==> config.mk <==
export PLATFORM = sky130hd
export DESIGN_NAME = mem_arbiter
export DESIGN_NICKNAME = d
export VERILOG_FILES = /design/src/rtl/mem_arbiter_pkg.sv /design/src/rtl/mem_arb_watchdog.sv /design/src/rtl/mem_arbiter.sv
export SDC_FILE = /design/constraint.sdc
export NUM_CORES = 1
export LEC_CHECK = 0
export BUFFER_PORTS_ARGS = -buffer_cell sky130_fd_sc_hd__buf_4
export CORE_MARGIN = 5
export CORE_UTILIZATION = 46
export DETAILED_ROUTE_END_ITERATION = 10
export PLACE_DENSITY = 0.81
export SLEW_MARGIN = 20
export SYNTH_ARGS = -nofsm -noshare
export SYNTH_HDL_FRONTEND = slang
export SYNTH_SLANG_ARGS = --single-unit
==> constraint.sdc <==
create_clock -name clk -period 2.05 [get_ports clk]
set_input_delay 0.205 -clock clk [delete_from_list [all_inputs] [get_ports clk]]
set_output_delay 0.205 -clock clk [all_outputs]
set_load 0.05 [all_outputs]
==> src/rtl/mem_arbiter_pkg.sv <==
// mem_arbiter_pkg
// Shared definitions for the unified-memory arbiter of the 5-stage core:
//   - FSM state encoding (legacy-compatible 2-bit constants)
//   - stall-vector bit positions, one per pipeline register/stage
//   - the three stall patterns the arbiter can emit
// Optional feature macro used by the arbiter: MEM_ARB_TIMEOUT_EN.
package mem_arbiter_pkg;

  localparam logic [1:0] ST_IDLE  = 2'd0;
  localparam logic [1:0] ST_FETCH = 2'd1;
  localparam logic [1:0] ST_DATA  = 2'd2;

  localparam int STALL_PC     = 0;
  localparam int STALL_IF_ID  = 1;
  localparam int STALL_ID     = 2;
  localparam int STALL_ID_EX  = 3;
  localparam int STALL_EX_MEM = 4;
  localparam int STALL_MEM_WB = 5;

  localparam logic [5:0] STALL_NONE = 6'b000000;
  // Fetch wait: freeze the front end (pc, if_id, id); later stages keep draining.
  localparam logic [5:0] STALL_IF   = (6'd1 << STALL_PC) | (6'd1 << STALL_IF_ID)
                                    | (6'd1 << STALL_ID);
  // Data wait: freeze everything up to and including ex_mem.
  localparam logic [5:0] STALL_MEM  = STALL_IF | (6'd1 << STALL_ID_EX)
                                    | (6'd1 << STALL_EX_MEM);

endpackage

==> src/rtl/mem_arb_watchdog.sv <==
// mem_arb_watchdog
// Wait-state counter for the memory arbiter. Cleared when a transaction
// starts, counts every busy cycle without ram_ready, and flags expiry in the
// cycle that would be the TIMEOUT_CYCLES-th such cycle.
// Only present when MEM_ARB_TIMEOUT_EN is defined.
// Ports:
//   clk       in   clock, rising edge
//   rst       in   asynchronous active-low reset
//   i_start   in   a transaction is being granted this cycle
//   i_busy    in   arbiter is in FETCH or DATA
//   i_ready   in   memory completes the access this cycle
//   o_expire  out  abort the current access this cycle
`ifdef MEM_ARB_TIMEOUT_EN
module mem_arb_watchdog #(
  parameter int TIMEOUT_CYCLES = 255
) (
  input  logic clk,
  input  logic rst,
  input  logic i_start,
  input  logic i_busy,
  input  logic i_ready,
  output logic o_expire
);

  localparam int CNT_W = ($clog2(TIMEOUT_CYCLES + 1) > 8) ? $clog2(TIMEOUT_CYCLES + 1) : 8;

  logic [CNT_W-1:0] r_cnt;

  always_ff @(posedge clk or negedge rst) begin
    if (!rst) begin
      r_cnt <= '0;
    end else if (i_start) begin
      r_cnt <= '0;
    end else if (i_busy && !i_ready) begin
      r_cnt <= r_cnt + 1'b1;
    end
  end

  // r_cnt holds the number of wait cycles already elapsed, so the current
  // one is the last allowed when it equals TIMEOUT_CYCLES-1.
  assign o_expire = i_busy && !i_ready && (r_cnt == CNT_W'(TIMEOUT_CYCLES - 1));

endmodule
`endif

==> src/rtl/mem_arbiter.sv <==
// mem_arbiter
// Shares one memory port between instruction fetch and the MEM stage.
// One transaction at a time over a ram_ready handshake; data accesses win
// over fetches; produces the pipeline stall vector.
// Optional feature: define MEM_ARB_TIMEOUT_EN to add a wait-state watchdog
// that aborts hung accesses and raises the sticky err_o flag.
// Ports:
//   clk, rst                 clock, asynchronous active-low reset
//   if_req/if_addr           fetch request (held until if_done)
//   if_done/if_rdata         fetch completion pulse and instruction
//   mem_req/we/addr/wdata/sel data request (held until mem_done)
//   mem_done/mem_rdata       data completion pulse and load data
//   flush                    redirect; suppresses the in-flight fetch result
//   ram_ce/we/addr/wdata/sel registered memory request
//   ram_rdata/ram_ready      memory response
//   stall_o                  6-bit stall vector (bit0 pc .. bit5 mem_wb)
//   err_o                    sticky timeout flag (0 without the watchdog)
module mem_arbiter
  import mem_arbiter_pkg::*;
#(
  parameter int ADDR_W         = 32,
  parameter int DATA_W         = 32,
  parameter int TIMEOUT_CYCLES = 255
) (
  input  logic              clk,
  input  logic              rst,
  input  logic              if_req,
  input  logic [ADDR_W-1:0] if_addr,
  output logic              if_done,
  output logic [DATA_W-1:0] if_rdata,
  input  logic              mem_req,
  input  logic              mem_we,
  input  logic [ADDR_W-1:0] mem_addr,
  input  logic [DATA_W-1:0] mem_wdata,
  input  logic [3:0]        mem_sel,
  output logic              mem_done,
  output logic [DATA_W-1:0] mem_rdata,
  input  logic              flush,
  output logic              ram_ce,
  output logic              ram_we,
  output logic [ADDR_W-1:0] ram_addr,
  output logic [DATA_W-1:0] ram_wdata,
  output logic [3:0]        ram_sel,
  input  logic [DATA_W-1:0] ram_rdata,
  input  logic              ram_ready,
  output logic [5:0]        stall_o,
  output logic              err_o
);

  logic [1:0]        r_state;
  logic              r_ram_ce;
  logic              r_ram_we;
  logic [ADDR_W-1:0] r_ram_addr;
  logic [DATA_W-1:0] r_ram_wdata;
  logic [3:0]        r_ram_sel;
  logic              r_if_done;
  logic [DATA_W-1:0] r_if_rdata;
  logic              r_mem_done;
  logic [DATA_W-1:0] r_mem_rdata;
  logic              r_flush_seen;

  logic       w_mem_pend;
  logic       w_if_pend;
  logic       w_grant_mem;
  logic       w_grant_if;
  logic       w_busy;
  logic       w_expire;
  logic       w_complete;
  logic [5:0] w_stall;

  // A requester still shows req during its own done cycle (the pipeline
  // only advances at the next edge), so that request is already served.
  assign w_mem_pend  = mem_req && !r_mem_done;
  assign w_if_pend   = if_req && !r_if_done;
  assign w_grant_mem = (r_state == ST_IDLE) && w_mem_pend;
  assign w_grant_if  = (r_state == ST_IDLE) && !w_mem_pend && w_if_pend && !flush;
  assign w_busy      = (r_state == ST_FETCH) || (r_state == ST_DATA);
  assign w_complete  = w_busy && (ram_ready || w_expire);

`ifdef MEM_ARB_TIMEOUT_EN
  logic w_start;
  logic r_err;

  assign w_start = w_grant_mem || w_grant_if;

  mem_arb_watchdog #(
    .TIMEOUT_CYCLES(TIMEOUT_CYCLES)
  ) u_watchdog (
    .clk     (clk),
    .rst     (rst),
    .i_start (w_start),
    .i_busy  (w_busy),
    .i_ready (ram_ready),
    .o_expire(w_expire)
  );

  always_ff @(posedge clk or negedge rst) begin
    if (!rst) begin
      r_err <= 1'b0;
    end else if (w_expire) begin
      r_err <= 1'b1;
    end
  end

  assign err_o = r_err;
`else
  logic [31:0] w_unused_timeout;

  assign w_unused_timeout = 32'(TIMEOUT_CYCLES);
  assign w_expire         = 1'b0;
  assign err_o            = 1'b0;
`endif

  always_ff @(posedge clk or negedge rst) begin
    if (!rst) begin
      r_state      <= ST_IDLE;
      r_ram_ce     <= 1'b0;
      r_ram_we     <= 1'b0;
      r_ram_addr   <= '0;
      r_ram_wdata  <= '0;
      r_ram_sel    <= 4'h0;
      r_if_done    <= 1'b0;
      r_if_rdata   <= '0;
      r_mem_done   <= 1'b0;
      r_mem_rdata  <= '0;
      r_flush_seen <= 1'b0;
    end else begin
      r_if_done  <= 1'b0;
      r_mem_done <= 1'b0;
      case (r_state)
        ST_IDLE: begin
          if (w_grant_mem) begin
            r_state     <= ST_DATA;
            r_ram_ce    <= 1'b1;
            r_ram_we    <= mem_we;
            r_ram_addr  <= mem_addr;
            r_ram_wdata <= mem_wdata;
            r_ram_sel   <= mem_sel;
          end else if (w_grant_if) begin
            r_state      <= ST_FETCH;
            r_ram_ce     <= 1'b1;
            r_ram_we     <= 1'b0;
            r_ram_addr   <= if_addr;
            r_ram_sel    <= 4'hF;
            r_flush_seen <= 1'b0;
          end
        end
        ST_FETCH: begin
          if (flush) begin
            r_flush_seen <= 1'b1;
          end
          if (w_complete) begin
            r_state  <= ST_IDLE;
            r_ram_ce <= 1'b0;
            r_ram_we <= 1'b0;
            // A redirect seen at any point of the fetch kills its result;
            // the stale instruction must not reach if_id.
            if (!(flush || r_flush_seen)) begin
              r_if_done  <= 1'b1;
              r_if_rdata <= w_expire ? '0 : ram_rdata;
            end
          end
        end
        ST_DATA: begin
          if (w_complete) begin
            r_state    <= ST_IDLE;
            r_ram_ce   <= 1'b0;
            r_ram_we   <= 1'b0;
            r_mem_done <= 1'b1;
            // Stores return nothing meaningful; keep the last load value.
            if (!r_ram_we || w_expire) begin
              r_mem_rdata <= w_expire ? '0 : ram_rdata;
            end
          end
        end
        default: begin
          r_state  <= ST_IDLE;
          r_ram_ce <= 1'b0;
          r_ram_we <= 1'b0;
        end
      endcase
    end
  end

  always_comb begin
    w_stall = STALL_NONE;
    if (mem_req && !r_mem_done) begin
      w_stall = STALL_MEM;
    end else if (if_req && !r_if_done && !flush) begin
      w_stall = STALL_IF;
    end
    // Writeback always retires; it is never frozen by memory waits.
    w_stall[STALL_MEM_WB] = 1'b0;
  end

  assign stall_o   = w_stall;
  assign ram_ce    = r_ram_ce;
  assign ram_we    = r_ram_we;
  assign ram_addr  = r_ram_addr;
  assign ram_wdata = r_ram_wdata;
  assign ram_sel   = r_ram_sel;
  assign if_done   = r_if_done;
  assign if_rdata  = r_if_rdata;
  assign mem_done  = r_mem_done;
  assign mem_rdata = r_mem_rdata;

endmodule

Yosys cells after proc, flatten, opt, wreduce, memory -nomap -nowiden
Index checks and enable logic that the tools add are counted.
{ "classes": {"n_eq_ne": 7, "muxes": 25, "bitwise": 2, "n_reduce_logical": 24} }
{ "op_table": {"columns": ["cell", "count"], "rows": [
  ["32-bit 2-to-1 mux", 2],
  ["1-bit 2-to-1 mux", 12],
  ["1-bit logical AND", 8],
  ["4-bit 2-to-1 mux", 2],
  ["2-bit 2-to-1 mux", 3],
  ["2-bit != test, second input constant", 3],
  ["1-bit case mux with 2 select lines", 3],
  ["2-bit AND reduction", 3],
  ["3-bit AND reduction", 2],
  ["5-bit 2-to-1 mux", 1],
  ["1-bit logical NOT", 4],
  ["2-bit case mux with 2 select lines", 1],
  ["4-bit AND reduction", 1],
  ["2-bit nonzero test", 2],
  ["3-bit 2-to-1 mux", 1],
  ["3-bit != test, second input constant", 1],
  ["2-bit by 1-bit == test with 1-bit output, second input constant", 1],
  ["2-bit == test, second input constant", 1],
  ["2-bit logical NOT", 1],
  ["1-bit logical OR", 2],
  ["2-bit by 1-bit != test with 1-bit output, second input constant", 1],
  ["1-bit inverter", 2],
  ["2-bit OR reduction", 1]
]} }
{ "word_totals": {"register_bits": 139, "input_bits": 139, "output_inout_bits": 143, "elab_cells": 69} }

Logic depth before layout (Yosys ltp)
Gate-level depths: netlist (run 1).
{ "depth": {"word_depth": 9, "ltp_mapped": 8, "ltp_nobuf": 5} }

Worst setup path before layout (run 1)
No wires, ideal clock.
{ "synth_path": {"path_kind": "register -> output", "start": "register r_if_done, in the netlist if_done", "end": "output port stall_o[1]", "t_arrival_ns": 1.783, "required_ns": 1.845, "setup_slack_ns": 0.062, "stages_incl_launch_ff": 5, "path_buffers": 2, "cell_sequence": "dfrtp_1 -> or3b_1 -> buf_2 -> nand2_1 -> buf_4"} }
{ "synth_via": {"elab_chain_len": 5} }
{ "synth_lines": {"columns": ["item", "line_no", "source"], "rows": [
  ["from (decl)", "mem_arbiter.sv:56", "logic r_if_done;"],
  ["from (signal assigned)", "mem_arbiter.sv:122", "r_if_done <= 1'b0;"],
  ["from (signal assigned)", "mem_arbiter.sv:128", "r_if_done <= 1'b0;"],
  ["from (signal assigned)", "mem_arbiter.sv:159", "r_if_done <= 1'b1;"],
  ["1-bit logical NOT", "mem_arbiter.sv:189", "end else if (if_req && !r_if_done && !flush) begin"],
  ["1-bit logical AND (2 in series)", "mem_arbiter.sv:189", null],
  ["3-bit 2-to-1 mux", "mem_arbiter.sv:189", null],
  ["5-bit 2-to-1 mux", "mem_arbiter.sv:187", "if (mem_req && !r_mem_done) begin"],
  ["to (decl)", "mem_arbiter.sv:46", "output logic [5:0] stall_o,"]
]} }
Every way passes these cells.

Worst setup path after layout (run 1)
Same ends and word-level chain as after synthesis.

==> results of run 1 <==
synthesized netlist by cell type (all sizes together):
library cell / n / area [um^2]
nand3: 3 / 15.0
nand2: 3 / 11.3
dfrtp: 139 / 3480
and3b: 1 / 8.76
nand4b: 1 / 8.76
nor2: 2 / 7.51
mux2: 96 / 1080
nor3b: 1 / 7.51
o31ai: 1 / 7.51
ha: 3 / 37.5
clkbuf: 7 / 26.3
nand2b: 35 / 219
nand4: 1 / 6.26
o22a: 5 / 43.8
buf: 22 / 144
a21boi: 1 / 18.8
conb: 1 / 3.75
a21oi: 5 / 25.0
o221a: 32 / 360
o22ai: 1 / 6.26
or3b: 1 / 8.76
o21ai: 1 / 5.00
nor2b: 1 / 6.26
inv: 3 / 11.3
and3: 1 / 6.26
power groups by stage:
stage	registers, mW	logic (mW)	clock network (mW)
floorplan	9.13	2.21	0
detailed placement	4.80	9.63	0
CTS	4.79	9.65	2.95
finish	4.79	9.56	2.88
global placement	4.73	9.47	0
global route	4.96	9.96	3.08
registers in the layout, summed over array words and instances (netlist names):
| register | flops |
|---|---|
| ram_ce | 1 |
| if_rdata | 32 |
| r_flush_seen | 1 |
| mem_done | 1 |
| ram_wdata | 32 |
| ram_we | 1 |
| r_state | 2 |
| ram_sel | 4 |
| ram_addr | 32 |
| if_done | 1 |
| mem_rdata | 32 |
cell type report:
class                      count  area (um^2)  area share
sequential                   139         3480       0.415
timing repair buffer         289         2240       0.267
multi-input combinational    197         1910       0.227
clock buffer                  20          467      0.0557
tap                          147          184      0.0219
clock inverter                12         97.6      0.0116
inverter                       3         11.3     0.00134
cell usage in the layout (no fill, tap or decap), drive strengths merged:
cell           n
buf          288
dfrtp        139
mux2          96
nand2b        35
o221a         32
clkbuf        20
clkinv         9
o22a           5
a21oi          5
inv            3
nand2          3
nand3          3
ha             3
conb           2
clkinvlp       2
nor2           2
or3b           1
nand4b         1
and3           1
and3b          1
a21boi         1
nor3b          1
nor2b          1
nand4          1
o31ai          1
o21ai          1
o22ai          1
bufinv         1
dlygate4sd3    1
how the worst min path moves through the flow:
stage                  startpoint                   endpoint  slack [ns]  cells after the start
floorplan                     rst          if_done$_DFF_PN0_       -0.09                      0
global placement              rst    if_rdata[7]$_DFFE_PN0P_        0.20                      1
detailed placement            rst    if_rdata[4]$_DFFE_PN0P_        0.21                      1
CTS                 mem_wdata[23]  ram_wdata[23]$_DFFE_PN0P_       0.004                      2
global route        mem_wdata[10]  ram_wdata[10]$_DFFE_PN0P_       0.001                      2
finish              mem_wdata[23]  ram_wdata[23]$_DFFE_PN0P_        0.02                      2
metal layers:
layer | vias up | part of all wire | GRT usage
li1 | 1885 | - | -
met1 | 2059 | 0.37 | 0.245
met2 | 198 | 0.50 | 0.378
met3 | 48 | 0.089 | 0.0966
met4 | 0 | 0.043 | 0.120
met5 | - | 0 | 0
through the flow:
stage	hold slack (ns)	util	cells	area [um^2]	setup WS, ns
after detailed placement	0.209	0.656	774	7810	0.252
after global routing	0.00144	0.704	807	8380	0.0132
after global placement	0.197	0.656	774	7810	0.294
after CTS	0.00435	0.704	807	8380	0.0807
final	0.0239	0.704	807	8380	0.103
after floorplan	-0.0906	-	368	5560	0.0621
kinds of logic after synthesis:
kind of cell	Yosys count	share of synthesized area
flops	139	0.626
fa+ha+maj	3	0.00676
mux	96	0.195
buf+inv	32	0.0327
other cells	1	0.000675
compound gates	46	0.0840
simple gates	50	0.0550
what timing repair did:
| action | 4_1_cts | 5_1_grt |
|---|---|---|
| hold buffers | 1 | 0 |
| resized for setup | 0 | 0 |
| endpoints found under the hold margin | 53 | 0 |
| endpoints found under the setup margin | 0 | 0 |
==> metrics list, run 1 <==
* Flop-to-flop setup slack: 0.23 ns
* Least-Margin Pin Slew: 0.541 ns
- Summed over all nets, the half-perimeter wirelength after detailed placement is 11800 um.
* Number of warnings reported in the yosys synthesis log: 0
- For this configuration, the core starts out at a cell density of 0.466.
- Antenna violations before repair: 0
* # setup viols final: 0
- Across the run, the number of max-cap violations was 0.
* Avg WL per Cell: 19.5 um
* Floorplan row count: 40
* Per-cell via count in the routed design: 5.19
- Port buffering added 279 buffers.
- Clk Tree Root Cell: sky130_fd_sc_hd__clkbuf_16
* RePlAce Congestion: 0.834
- Setup repair after global routing left no endpoint under its margin.
- In this run the critical register-to-register path is launched from r_state[1]$_DFFE_PN0P_.
- Number of distinct library cell variants in the gate-level netlist after synthesis: 29
* Antenna Cells: 0
- The area growth from synthesis to layout is 50.9%.
- Synthesis handed over a netlist of 367 instances.
- Achievable Freq: 514 MHz
- Mapped Area: 5550 um^2
- Clock power share: 0.167
- Path type of the worst min-delay path: in -> reg
- On the critical path, the stage with the largest delay is an instance of sky130_fd_sc_hd__or3b_1.
* Static leakage: 4.09 nW
- The worst register-to-register path ends at ram_addr[4]$_DFFE_PN0P_.
* Ratio of final minimum period to clock period: 0.950
* Via count of the first global-routing pass: 4801
- Largest net degree at the start of global routing: 56
- Switching power total: 8.15 mW
* TritonCTS clock tree: done
- Cell count along the critical path: 3
- IR analysis of the VDD net gives a maximum drop of 1110 uV.
- DIE HEIGHT: 120 um
- GRT Residual Overflow: 0
- Of the synthesized area, sequential elements account for 0.626.
* Die area: 14400 um^2
* Crit path launch type: flip-flop
- Largest fanout on the critical path: 6
- Clock latency on the worst-skew pair, taken at its later pin, is 0.41 ns.
* Internal power contribution: 9.08 mW
* Final Hold Fails: 0
- Worst Reg2Reg Path Length in Cells: 6
- After filler insertion, the fill cell instance count of the layout stands at 874.
- Number of DRC violations after detailed-routing iteration 0: 176
- Delay-heaviest family, CP: simple AND/OR/NAND/NOR gates
- Counting every sink on the clock net gives 139.
* Chip Width: 120 um
- In this run the power density over the cells is 2060 nW/um^2.
- CP cell instances: or3b_1 -> nand2_1 -> buf_4
- Together, buffers and inverters on the worst path number 1.
- Share of power burned in combinational logic: 0.555
- Wire length of the first global-routing pass: 25100 um
- For the worst setup path, the data arrival time is 1.74 ns.
- Counting flops and latches in the post-synthesis netlist gives 139.
- Tmin final: 1.95 ns
- Wires add up to 15800 um.
* Slowest stage delay, CP: 0.50 ns
* Worst slew margin relative to its limit: 0.639
- The clock passes through at most 2 buffers.
- The final route contains 4190 vias.
* Data required time of the worst path: 1.85 ns
- Global routing usage summed across all routing layers: 0.227
* Setup crit end: stall_o[1]
* Residual DRC count: 0
- The run finished with clean final reports.
* # nets final: 789
- First-pass iteration count of the detailed router: 6
* Final slew viol count: 0
- The worst setup path is of the reg -> out kind.
- PnR Total Power: 17.2 mW
- In this run the mean area of a mapped cell was 15.1 um^2.
- Of the total power, the share spent switching nets is 0.473.
- Once detail routing completed, the nets flagged for antenna violations numbered 0.
- Setup skew after layout: 0.00873 ns
* Share of layout cells above drive strength 1: 0.676
* Clock transition at path regs: 0.06 ns
- Number of ports placed on the die boundary: 282
* Total number of H-tree levels: 4
- First element of the critical path: if_done$_DFF_PN0_
- In this run the post-CTS setup repair buffer count came out at 0.
- The worst setup path is captured at an output port.
* Number of buffers added by the clock tree synthesis step: 17
- The share of total power dissipated in sequential elements is 0.278.
- Setup TNS: 0 ns
- Std-Cell Core Area: 11900 um^2
No activity file was read; power rests on OpenSTA's default activity.
==> inputs of run 2 (changes only) <==
- CORE_ASPECT_RATIO: default -> 0.9
- CORE_UTILIZATION: 46 -> 49
- PLACE_DENSITY: 0.81 -> 0.85
- clock period: 2.05 -> 2.5 ns (I/O delays scaled with it)
==> run 2 against run 1 <==
Effect of this change:
- worst hold slack better by 0.043 ns
- clock skew up 0.0049 ns
- first-iteration DRC count up 53%
- critical path type unchanged
- largest cell class unchanged
- largest power group unchanged
==> metrics list, run 2 (synthesis gave the netlist of run 1 again) <==
- Total number of H-tree levels: 4 (unchanged)
* PnR Total Power: 13.9 mW (was 17.2 mW)
* Outcome: finished, final reports clean (unchanged)
* Number of cells upsized or downsized after cts: 0 (unchanged)
- First-pass iteration count of the detailed router: 4 (was 6)
* Per-cell via count in the routed design: 5.22 (was 5.19)
- The fraction of final layout cells with drive strength greater than 1 came to 0.664 (was 0.676).
* Area Growth Syn to Fin: 48.9% (was 50.9%)
- Critical path class: reg -> out (unchanged)
* Floorplan row count: 36 (was 40)
- # nets final: 788 (was 789)
- Wire length of the first global-routing pass: 24100 um (was 25100 um)
- Via count of the first global-routing pass: 4562 (was 4801)
* Source-to-sink clock delay at the later pin of the worst-skew pair: 0.41 ns (about the same)
* HPWL after DPL: 12000 um (was 11800 um)
- The logic depth of the worst register-to-register path came to 6 (unchanged).
- Net switching share of the total power: 0.475 (was 0.473)
- Dividing the final minimum period by the clock period gives 0.796.
- The sequential share of power is 0.282 (was 0.278).
* Crit path launch type: flip-flop (unchanged)
- Master of the slowest instance on the critical path: sky130_fd_sc_hd__or3b_1 (unchanged)
- For this run, the top clock speed supported by timing is 503 MHz.
- Largest net degree at the start of global routing: 64 (was 56)
- The leakage power of the design was 4.03 nW (was 4.09 nW).
- Internal power contribution: 7.28 mW (was 9.08 mW)
- Clock power share: 0.153 (was 0.167)
- The count of final setup violators was 0 (unchanged).
- The worst hold slack across all endpoints is 0.0667 ns (was 0.0239 ns).
* Antenna Cells: 0 (unchanged)
- Chip Width: 122 um (was 120 um)
- Power per cell area: 1680 nW/um^2 (was 2060 nW/um^2)
- The final weighted congestion in routability-driven placement is 0.815 (was 0.834).
* Total wirelength of the detailed-routed design: 15800 um (about the same)
- The source of the critical timing path is if_done$_DFF_PN0_ (unchanged).
* Post-placement cell count: 778 (was 774)
* Peak supply drop: 1010 uV (was 1110 uV)
- Least-Margin Pin Slew: 0.581 ns (was 0.541 ns)
* Instance count along the most critical hold path: 2 (unchanged)
- Largest fanout on the critical path: 6 (unchanged)
- The number of violations of the max-capacitance limit was 0 (unchanged).
- CP cell instances: or3b_1 -> nand2_1 -> buf_4 (unchanged)
* Setup skew after layout: 0.0136 ns (was 0.00873 ns)
- The required time at the worst-slack endpoint was 2.25 ns (was 1.85 ns).
- Initial standard-cell utilization of the core: 0.507 (was 0.466)
* Std-Cell Core Area: 10900 um^2 (was 11900 um^2)
- The post-CTS setup-driven buffer insertion count was 0 (unchanged).
- Post-route non-filler standard cell count: 807 (unchanged)
- Tmin final: 1.99 ns
- The area of the die is 13600 um^2 (was 14400 um^2).
* Min-delay src: ram_rdata[6] (was mem_wdata[23])
- Residual DRC count: 0 (unchanged)
- Startpoint of the worst register-to-register path: r_state[0]$_DFFE_PN0P_ (was r_state[1]$_DFFE_PN0P_)
* Global routing usage summed across all routing layers: 0.232 (was 0.227)
- The number of port buffers is 279 (unchanged).
- The total via count after detailed routing was 4210 (was 4190).
- Commonest non-fill, non-tap cell in the layout: sky130_fd_sc_hd__buf_4 (unchanged)
- Number of DRC violations after detailed-routing iteration 0: 269 (was 176)
- GRT Residual Overflow: 0 (unchanged)
* Capture point of the worst reg-to-reg path: mem_rdata[14]$_DFFE_PN0P_ (was ram_addr[4]$_DFFE_PN0P_)
- The number of inserted filler cells in the final layout is 725 (was 874).
* Switching power total: 6.58 mW (was 8.15 mW)
* Clock tree buffer depth: 2 (unchanged)
* Number of buffers added by the clock tree synthesis step: 17 (unchanged)
- Flop-to-flop setup slack: 0.53 ns (was 0.23 ns)
- The maximum single-stage delay on the critical path is 0.50 ns (about the same).
* Clock net sink count: 139 (unchanged)
* Final Hold Fails: 0 (unchanged)
- Setup TNS: 0 ns (unchanged)
* Antenna viol nets, final: 0 (unchanged)
- RSZ-0062 raised after global routing: false (unchanged)
* Clock transition at path regs: 0.05 ns (was 0.06 ns)
* Worst slew margin relative to its limit: 0.612 (was 0.639)
- DIE HEIGHT: 111 um (was 120 um)
- The combinational share of power came to 0.565 (was 0.555).
* Number of ports placed on the die boundary: 282 (unchanged)
- Antenna violations before repair: 0 (unchanged)
* Path type of the worst min-delay path: in -> reg (unchanged)
* Final slew viol count: 0 (unchanged)
- The root buffer cell is sky130_fd_sc_hd__clkbuf_16 (unchanged).
* Avg WL per Cell: 19.6 um (was 19.5 um)
- Leading cell types in the layout, fill and taps excluded: 284 x sky130_fd_sc_hd__buf_4, 139 x sky130_fd_sc_hd__dfrtp_1, 95 x sky130_fd_sc_hd__mux2_2 (was 282 x sky130_fd_sc_hd__buf_4, 139 x sky130_fd_sc_hd__dfrtp_1, 95 x sky130_fd_sc_hd__mux2_2)
* Hold buffers post-CTS: 1 (unchanged)
- The data arrival time of the worst path was 1.74 ns (about the same).
- The sort of element at the end of the critical path is an output port (unchanged).
- TritonCTS clock tree: done (unchanged)
- The endpoint of the worst hold-timing path was mem_rdata[6]$_DFFE_PN0P_ (was ram_wdata[23]$_DFFE_PN0P_).
-- run 2: cell types whose count changed in the layout (fill, tap and decap cells not counted), sizes merged --
cell      previous run  this run
clkinv               9         2
bufinv               1         0
clkinvlp             2         1
buf                288       287
clkbuf              20        25
-- run 2: stage by stage --
| step | utilization | setup WS (ns) | instance area (um^2) |
|---|---|---|---|
| finish | 0.755 | 0.510 | 8270 |
| floorplan | - | 0.467 | 5560 |
| detailed placement | 0.709 | 0.538 | 7760 |
| global route | 0.755 | 0.414 | 8270 |
| CTS | 0.755 | 0.500 | 8270 |
| global placement | 0.709 | 0.633 | 7760 |
-- run 2: cell type report --
class / instances / area (um^2) / share of cell area
sequential: 139 / 3480 / 0.421
clock buffer: 25 / 475 / 0.0575
inverter: 3 / 11.3 / 0.00136
multi-input combinational: 197 / 1900 / 0.230
clock inverter: 3 / 17.5 / 0.00212
timing repair buffer: 288 / 2190 / 0.265
tap: 152 / 190 / 0.0230
-- run 2: critical path: cells and delay by family (launching register included) --
| kind | cells | cell delay (ns) |
|---|---|---|
| buf+inv | 1 | 0.23 |
| flops | 1 | 0.38 |
| simple gates | 2 | 0.71 |
-- run 2: per-layer routing --
layer / global-route usage / vias up / wire (um)
li1: - / 1879 / -
met1: 0.255 / 2102 / 5680
met2: 0.408 / 204 / 8270
met3: 0.0867 / 25 / 1510
met4: 0.0828 / 0 / 319
met5: 0 / - / 0
-- run 2: power by group through the flow --
stage	combinational [mW]	clock [mW]	sequential [mW]
6_report	7.83	2.12	3.91
5_1_grt	8.13	2.26	4.06
4_1_cts	7.89	2.17	3.92
3_5_place_dp	7.88	0	3.94
3_3_place_gp	7.74	0	3.87
2_1_floorplan	1.82	0	7.49
-- run 2: worst max-delay path by stage --
stage | end | slack [ns] | cells after the start
2_1_floorplan | stall_o[1] | 0.47 | 4
3_3_place_gp | mem_rdata[26]$_DFFE_PN0P_ | 0.63 | 6
3_5_place_dp | mem_rdata[14]$_DFFE_PN0P_ | 0.54 | 6
4_1_cts | stall_o[2] | 0.50 | 3
5_1_grt | mem_rdata[14]$_DFFE_PN0P_ | 0.41 | 6
6_report | stall_o[2] | 0.51 | 3
